$ cat src/rtl/atpg_pattern_sequencer.sv
// ATPG pattern sequencer: applies init/launch/capture patterns to an
// injection module under test and records per-pattern miscompares.
//
// Ports:
//   clk, rst            clock, synchronous active-high reset
//   cfg_we/addr/wdata   pattern-table write (IDLE only)
//                       word = {exp y, launch[3:0], init[3:0]}
//   start               run request, sampled in IDLE
//   a_o,b_o,e_o,f_o     registered stimulus vector {a,b,e,f}
//   y_i                 response from the module under test
//   busy, done          run in progress / one-cycle end-of-run pulse
//   pat_idx             pattern currently applied
//   fail_map, fail_cnt  miscompare results of the last run
module atpg_pattern_sequencer #(
  parameter int NPAT     = 6,
  parameter int INIT_CYC = 8,
  parameter int CAP_CYC  = 4
) (
  input  logic            clk,
  input  logic            rst,
  input  logic            cfg_we,
  input  logic [2:0]      cfg_addr,
  input  logic [8:0]      cfg_wdata,
  input  logic            start,
  output logic            a_o,
  output logic            b_o,
  output logic            e_o,
  output logic            f_o,
  input  logic            y_i,
  output logic            busy,
  output logic            done,
  output logic [2:0]      pat_idx,
  output logic [NPAT-1:0] fail_map,
  output logic [3:0]      fail_cnt
);

  typedef enum logic [2:0] {
    S_IDLE,
    S_INIT,
    S_LAUNCH,
    S_CAPTURE,
    S_DONE
  } state_t;

  localparam logic [3:0] LP_NPAT      = 4'(NPAT);
  localparam logic [2:0] LP_LAST      = 3'(NPAT - 1);
  localparam logic [7:0] LP_INIT_LAST = 8'(INIT_CYC - 1);
  localparam logic [7:0] LP_CAP_LAST  = 8'(CAP_CYC - 1);

  state_t          r_state;
  state_t          w_state_nxt;
  logic [7:0]      r_cnt;
  logic [7:0]      w_cnt_nxt;
  logic [2:0]      r_idx;
  logic [2:0]      w_idx_nxt;
  logic [2:0]      w_idx_inc;
  logic [3:0]      r_vec;
  logic [3:0]      w_vec_nxt;
  logic [NPAT-1:0] r_fmap;
  logic [NPAT-1:0] w_fmap_nxt;
  logic [3:0]      r_fcnt;
  logic [3:0]      w_fcnt_nxt;
  logic [8:0]      r_tab [NPAT];
  logic            w_wr_ok;
  logic [8:0]      w_slot0;
  logic [8:0]      w_cur;
  logic [8:0]      w_nxt_word;

  assign w_wr_ok = cfg_we && (r_state == S_IDLE)
                && ({1'b0, cfg_addr} < LP_NPAT);

  // A write to slot 0 in the start cycle must reach the first INIT vector.
  assign w_slot0 = (w_wr_ok && (cfg_addr == 3'd0)) ? cfg_wdata : r_tab[0];

  assign w_idx_inc  = r_idx + 3'd1;
  assign w_cur      = r_tab[r_idx];
  // Only used when r_idx is not the last slot.
  assign w_nxt_word = (r_idx == LP_LAST) ? 9'd0 : r_tab[w_idx_inc];

  always_comb begin
    w_state_nxt = r_state;
    w_cnt_nxt   = r_cnt;
    w_idx_nxt   = r_idx;
    w_vec_nxt   = 4'b0000;
    w_fmap_nxt  = r_fmap;
    w_fcnt_nxt  = r_fcnt;
    unique case (r_state)
      S_IDLE: begin
        if (start) begin
          w_state_nxt = S_INIT;
          w_cnt_nxt   = 8'd0;
          w_idx_nxt   = 3'd0;
          w_fmap_nxt  = '0;
          w_fcnt_nxt  = 4'd0;
          w_vec_nxt   = w_slot0[3:0];
        end
      end
      S_INIT: begin
        if (r_cnt == LP_INIT_LAST) begin
          w_state_nxt = S_LAUNCH;
          w_cnt_nxt   = 8'd0;
          w_vec_nxt   = w_cur[7:4];
        end else begin
          w_cnt_nxt = r_cnt + 8'd1;
          w_vec_nxt = w_cur[3:0];
        end
      end
      S_LAUNCH: begin
        w_vec_nxt = w_cur[7:4];
        if (r_cnt == LP_CAP_LAST) begin
          w_state_nxt = S_CAPTURE;
          w_cnt_nxt   = 8'd0;
        end else begin
          w_cnt_nxt = r_cnt + 8'd1;
        end
      end
      S_CAPTURE: begin
        if (y_i != w_cur[8]) begin
          w_fmap_nxt[r_idx] = 1'b1;
          w_fcnt_nxt        = r_fcnt + 4'd1;
        end
        if (r_idx == LP_LAST) begin
          w_state_nxt = S_DONE;
        end else begin
          w_state_nxt = S_INIT;
          w_idx_nxt   = w_idx_inc;
          w_vec_nxt   = w_nxt_word[3:0];
        end
      end
      S_DONE: begin
        w_state_nxt = S_IDLE;
      end
      default: begin
        w_state_nxt = S_IDLE;
      end
    endcase
  end

  always_ff @(posedge clk) begin
    if (rst) begin
      r_state <= S_IDLE;
      r_cnt   <= 8'd0;
      r_idx   <= 3'd0;
      r_vec   <= 4'b0000;
      r_fmap  <= '0;
      r_fcnt  <= 4'd0;
    end else begin
      r_state <= w_state_nxt;
      r_cnt   <= w_cnt_nxt;
      r_idx   <= w_idx_nxt;
      r_vec   <= w_vec_nxt;
      r_fmap  <= w_fmap_nxt;
      r_fcnt  <= w_fcnt_nxt;
    end
  end

  always_ff @(posedge clk) begin
    if (rst) begin
      for (int i = 0; i < NPAT; i++) begin
        r_tab[i] <= 9'd0;
      end
    end else if (w_wr_ok) begin
      r_tab[cfg_addr] <= cfg_wdata;
    end
  end

  assign busy     = (r_state == S_INIT) || (r_state == S_LAUNCH)
                 || (r_state == S_CAPTURE);
  assign done     = (r_state == S_DONE);
  assign pat_idx  = r_idx;
  assign fail_map = r_fmap;
  assign fail_cnt = r_fcnt;
  assign {a_o, b_o, e_o, f_o} = r_vec;

endmodule

$ cat config.mk
export PLATFORM = sky130hd
export DESIGN_NAME = atpg_pattern_sequencer
export DESIGN_NICKNAME = d
export VERILOG_FILES = /design/src/rtl/atpg_pattern_sequencer.sv
export SDC_FILE = /design/constraint.sdc
export NUM_CORES = 1
export LEC_CHECK = 0
export CAP_MARGIN = 20
export CORE_MARGIN = 1
export CORE_UTILIZATION = 59
export DETAILED_ROUTE_END_ITERATION = 7
export PLACE_DENSITY = 0.8
export SETUP_SLACK_MARGIN = 0.15
export SKIP_CTS_REPAIR_TIMING = 1
export SYNTH_ARGS = -nofsm -noshare
export SYNTH_HDL_FRONTEND = slang
export SYNTH_SLANG_ARGS = --single-unit
$ cat constraint.sdc
create_clock -name clk -period 2.8 [get_ports clk]
set_clock_uncertainty 0.1 [all_clocks]
set_input_delay 0.28 -clock clk [delete_from_list [all_inputs] [get_ports clk]]
set_output_delay 0.28 -clock clk [all_outputs]
set_load 0.005 [all_outputs]
== Word level (Yosys, flattened, before mapping) ==
Memory sizes are Yosys's and may differ from the RTL's. A register that Yosys moved wholly into a read port is not among the register bits.
Index checks and enable logic that the tools add are counted.
Cells by class
  div/mod/pow operators: 0
  equality and inequality tests: 13
  bitwise gates (word level): 1
  $add $sub $neg: 3
  order comparisons: 3
  $mul: 0
  shifts and indexed selects: 0
  reductions and logical operators: 15
  multiplexer cells: 35
Operators by type and width (number)
  2-to-1 mux 3 bit: 9
  2-to-1 mux 4 bit: 6
  2-to-1 mux 8 bit: 3
  one-hot mux 8 bit (3 select lines): 1
  one-hot mux 4 bit (4 select lines): 1
  2-to-1 mux 6 bit: 2
  one-hot mux 3 bit (4 select lines): 1
  one-hot mux 6 bit (2 select lines): 1
  inequality test 2 bit (second input constant): 5
  2-to-1 mux 9 bit: 1
  AND reduction 3 bit: 3
  OR reduction 9 bit: 1
  adder 8 x 1 -> 8 bit (second input constant): 1
  equality test 8 x 2 -> 1 bit (second input constant): 1
  equality test 8 x 3 -> 1 bit (second input constant): 1
  one-hot mux 4 bit (2 select lines): 1
  2-to-1 mux 1 bit: 7
  equality test 3 x 2 -> 1 bit (second input constant): 2
  equality test 3 bit (second input constant): 2
  zero test 3 bit: 2
  bitwise OR 6 bit: 1
  one-hot mux 3 bit (2 select lines): 1
  adder 4 x 1 -> 4 bit (second input constant): 1
  logical AND 1 bit: 4
  other kinds (11): 12
Storage, ports and cells
  flip-flop bits (word level): 28
  memories kept: 1
  RAM bits: 54
  bits in latches: 0
  bits of input ports: 17
  logic and storage cells: 77
  output and inout port bits: 19
  memory bits (read-only): 0
Memory list
  r_tab: depth 6, bits a word 9, read ports 3, clocked after memory_dff 1, write ports 6, line 63  | logic [8:0] r_tab [NPAT];

== Logic depth before layout (Yosys ltp) ==
  word-level depth: 8
  mapped depth: 8
  gate-level depth less buffers: 7

== Worst setup path before layout ==
Ideal clock, no wire load.
  path kind: register to register
  start: register r_state[2]
  end: memory r_tab[2][0], enable pin
  buffers on the path: 1
  setup slack: 0.627 ns
  cell stages (with the launch flop): 7
  library setup time: 0.312 ns
  clock period less this slack: 2.173 ns
  data required time: 2.388 ns
  arrival time: 1.760 ns
  cell sequence: dfxtp_1 -> or4b_4 -> a211oi_2 -> clkbuf_1 -> nand2_1 -> nor2_2 -> or2_2
RTL lines
  from (decl): line 50  | state_t r_state;
  from (signal assigned): line 148  | r_state <= w_state_nxt;
  to (decl): line 63

== Worst setup path after layout ==
  start: register r_idx[1] (netlist: pat_idx[1])
  end: register r_vec[2]
Between the ends
  cells in the longest elaborated chain, start to end: 4
  elaborated cells on any way between the ends: 5
  those cells by class: add/sub (1); eq/ne (1); mux (2); memory (1)
RTL lines
  from (decl): line 54  | logic [2:0] r_idx;
  from (signal assigned): line 150  | r_idx <= w_idx_nxt;
  adder 3 x 1 -> 3 bit: line 75  | assign w_idx_inc = r_idx + 3'd1;
  memory read (6 x 9 bit)
  2-to-1 mux 4 bit (*): line 122  | if (r_idx == LP_LAST) begin
  one-hot mux 4 bit (4 select lines) (*): line 87  | unique case (r_state)
  to (signal assigned): line 151  | r_vec <= w_vec_nxt;
  to (decl): line 57  | logic [3:0] r_vec;
Mark *: on every way between the ends. The rest lies on a longest branch, timed or not.
A chain may end at the register's enable or synchronous reset.

==> out/results.ini <==
[outcome]
status = finished clean

[sta]
timing.final.crit_share = 0.841
rsz0062_at_grt = false
setup_tns_ns = 0
period_minus_slack_ns = 2.35
fmax_mhz = 425
tightest_slew_ns = 0.839
setup_viol = 0
slew_violations = 0
hold_violations = 0
relSlewSlack = 0.438

[clock_tree]
clk_latency_ns = 0.39
cts_buffers = 9
htreeDepth = 3
clkTransAtPathRegs_ns = 0.11
cts_num_sinks = 103
root_buffer = clkbuf_8
cts_tree = done
clock_path_buffers = 2

[setup_path]
crit_slowest_cell = xor2_1
arrival_ns = 2.53
path_cells = ha_1, xor2_1, a2111oi_0, a31oi_1, nand3_1, a311oi_1
startpoint_type = flop
worst-path-buf-inv = 0
cp_top_family = compound AO/OA/AOI/OAI gates
critPathMaxFanout = 8
worst_ep_required_time_ns = 2.98
crit_path_end_kind = flop
slowest_delay_ns = 0.53
crit_type = flop to flop

[power]
ir_drop_mv = 0.444
p_leak_nw = 2.12
power.density_mw_per_mm2 = 505

[global_route]
grt_pass1_wl_um = 18200
grt-ovfl-total = 0
grtUsageTotal = 0.283
top_usage_layer = met2
grt_use_met1 = 0.348
grt_pass1_vias = 3579
grt_max_degree = 26
met3_usage = 0.0566
antenna_found_initial = 0
use_met2 = 0.484

[floorplanning]
start_util = 0.610
die_area_sq_mm = 0.00882
io_pins = 36
die_w_um = 93.9
row_count = 33
core_sq_mm = 0.00818
dieHeight_um = 93.9

[route]
wire_per_inst_um = 19.9
vias = 3556
viasPerCell = 6.16
drt_iter0_drc = 295
ant_nets = 0
drc = 0
first_pass_iters = 5
drt-total-wl_um = 11500

[logic_synthesis]
ys.flop_type = edfxtp_1
synth_top_area_frac = 0.434
synth.avg_cell_area_sq_um = 12.2
synth_edf_count = 72
synthCells = 407
netlist_area_sq_mm = 0.00498
ys_top_cells_by_area = edfxtp_1, dfxtp_1, mux4_2
netlist.top_cell.by_area = edfxtp_1
ys_seq_area_frac = 0.558
synth.ff_latch_count = 103
synth_most_common_cell = edfxtp_1
ys_warn_count = 0
synthArstFlopShare = 0
synth.distinct_cells = 52
synthTopCellsByCount = edfxtp_1, and2_1, dfxtp_1, nor2_1, mux2i_1

[flow_run]
maxCapViolCount = 0

[placement]
hpwl_um = 7910
globalplace.congestion = 0.843
dpl.cell_count = 561
placed_area_sq_mm = 0.00558
io_buffers = 35

[final_layout]
nets = 488
postLayoutCellArea_sq_mm = 0.00580
drive_gt1_frac = 0.140
utilization = 0.709
antennaDiodeCount = 0
layoutNonFillerInstCount = 577
area_growth_pct = 16.3

[worst_hold_path]
hold_class = flop to flop

-- layer usage --
layer | vias up | part of all wire
met5 | - | 0
met3 | 31 | 0.059
li1 | 1634 | -
met2 | 139 | 0.51
met1 | 1752 | 0.39
met4 | 0 | 0.032
-- where the power goes --
part	internal (W)	total [W]	switching, W
clock	0.000378	0.00100	0.000626
sequential	0.00169	0.00172	0.0000270
combinational	0.0000921	0.000208	0.000115
-- layout by cell type (no fill, tap or decap), types with 11 or more instances in the layout --
cell type and count:
conb_1 18, nand3_1 11, edfxtp_1 72, mux4_2 17, and2_1 56, dfxtp_1 31, nand2_1 19, mux2i_1 20
nor2_1 27, clkdlybuf4s50_1 35, buf_4 20
-- sequential cells by signal, summed over array words and instances (netlist names), named ones only --
signal / cells
r_tab: 72
r_cnt: 8
fail_map: 6
fail_cnt: 4
r_vec: 4
pat_idx: 3
r_state: 3
-- per-stage QoR --
step,hold slack (ns),worst slack (ns),power (W)
after floorplan,0.349,0.627,0.00185
after detailed placement,0.347,0.129,0.00195
after global routing,0.392,0.204,0.00301
final,0.367,0.446,0.00293
after CTS,0.374,0.457,0.00293
after global placement,0.338,0.164,0.00194
-- worst register-to-register path, delay by kind of cell (launching register included) --
family	cells	cell delay, ns
AO/OA/AOI/OAI	3	0.70
XOR/XNOR	1	0.53
adder cells (fa/ha/maj)	1	0.32
flip-flops	1	0.49
AND/OR/NAND/NOR	1	0.13
-- worst paths after layout --
path / start / to / slack [ns] / depth (start not counted)
max reg2reg: pat_idx[1] / r_vec[2] / 0.45 / 6
max: pat_idx[1] / r_vec[2] / 0.45 / 6
min reg2reg: fail_map[4] / fail_map[4] / 0.37 / 2
min: fail_map[4] / fail_map[4] / 0.37 / 2
-- cells by family after synthesis --
group                      share of synthesized area
and+or+nand+nor                                0.176
adders and majority gates                     0.0100
other                                       0.000752
DFF                                            0.558
AOI/OAI and AO/OA                             0.0879
buffers and inverters                         0.0249
muxes                                          0.128
xor gates and xnor gates                      0.0141
-- final cells by class --
cell class / count / area (sq um)
clock buffers: 9 / 124
clock inverters: 7 / 96.3
fillers: 585 / 2380
inverters: 6 / 22.5
multi-input cells: 292 / 2140
flip-flops and latches: 103 / 2780
well taps: 105 / 131
repair buffers: 55 / 500
No activity file was read; power rests on OpenSTA's default activity.
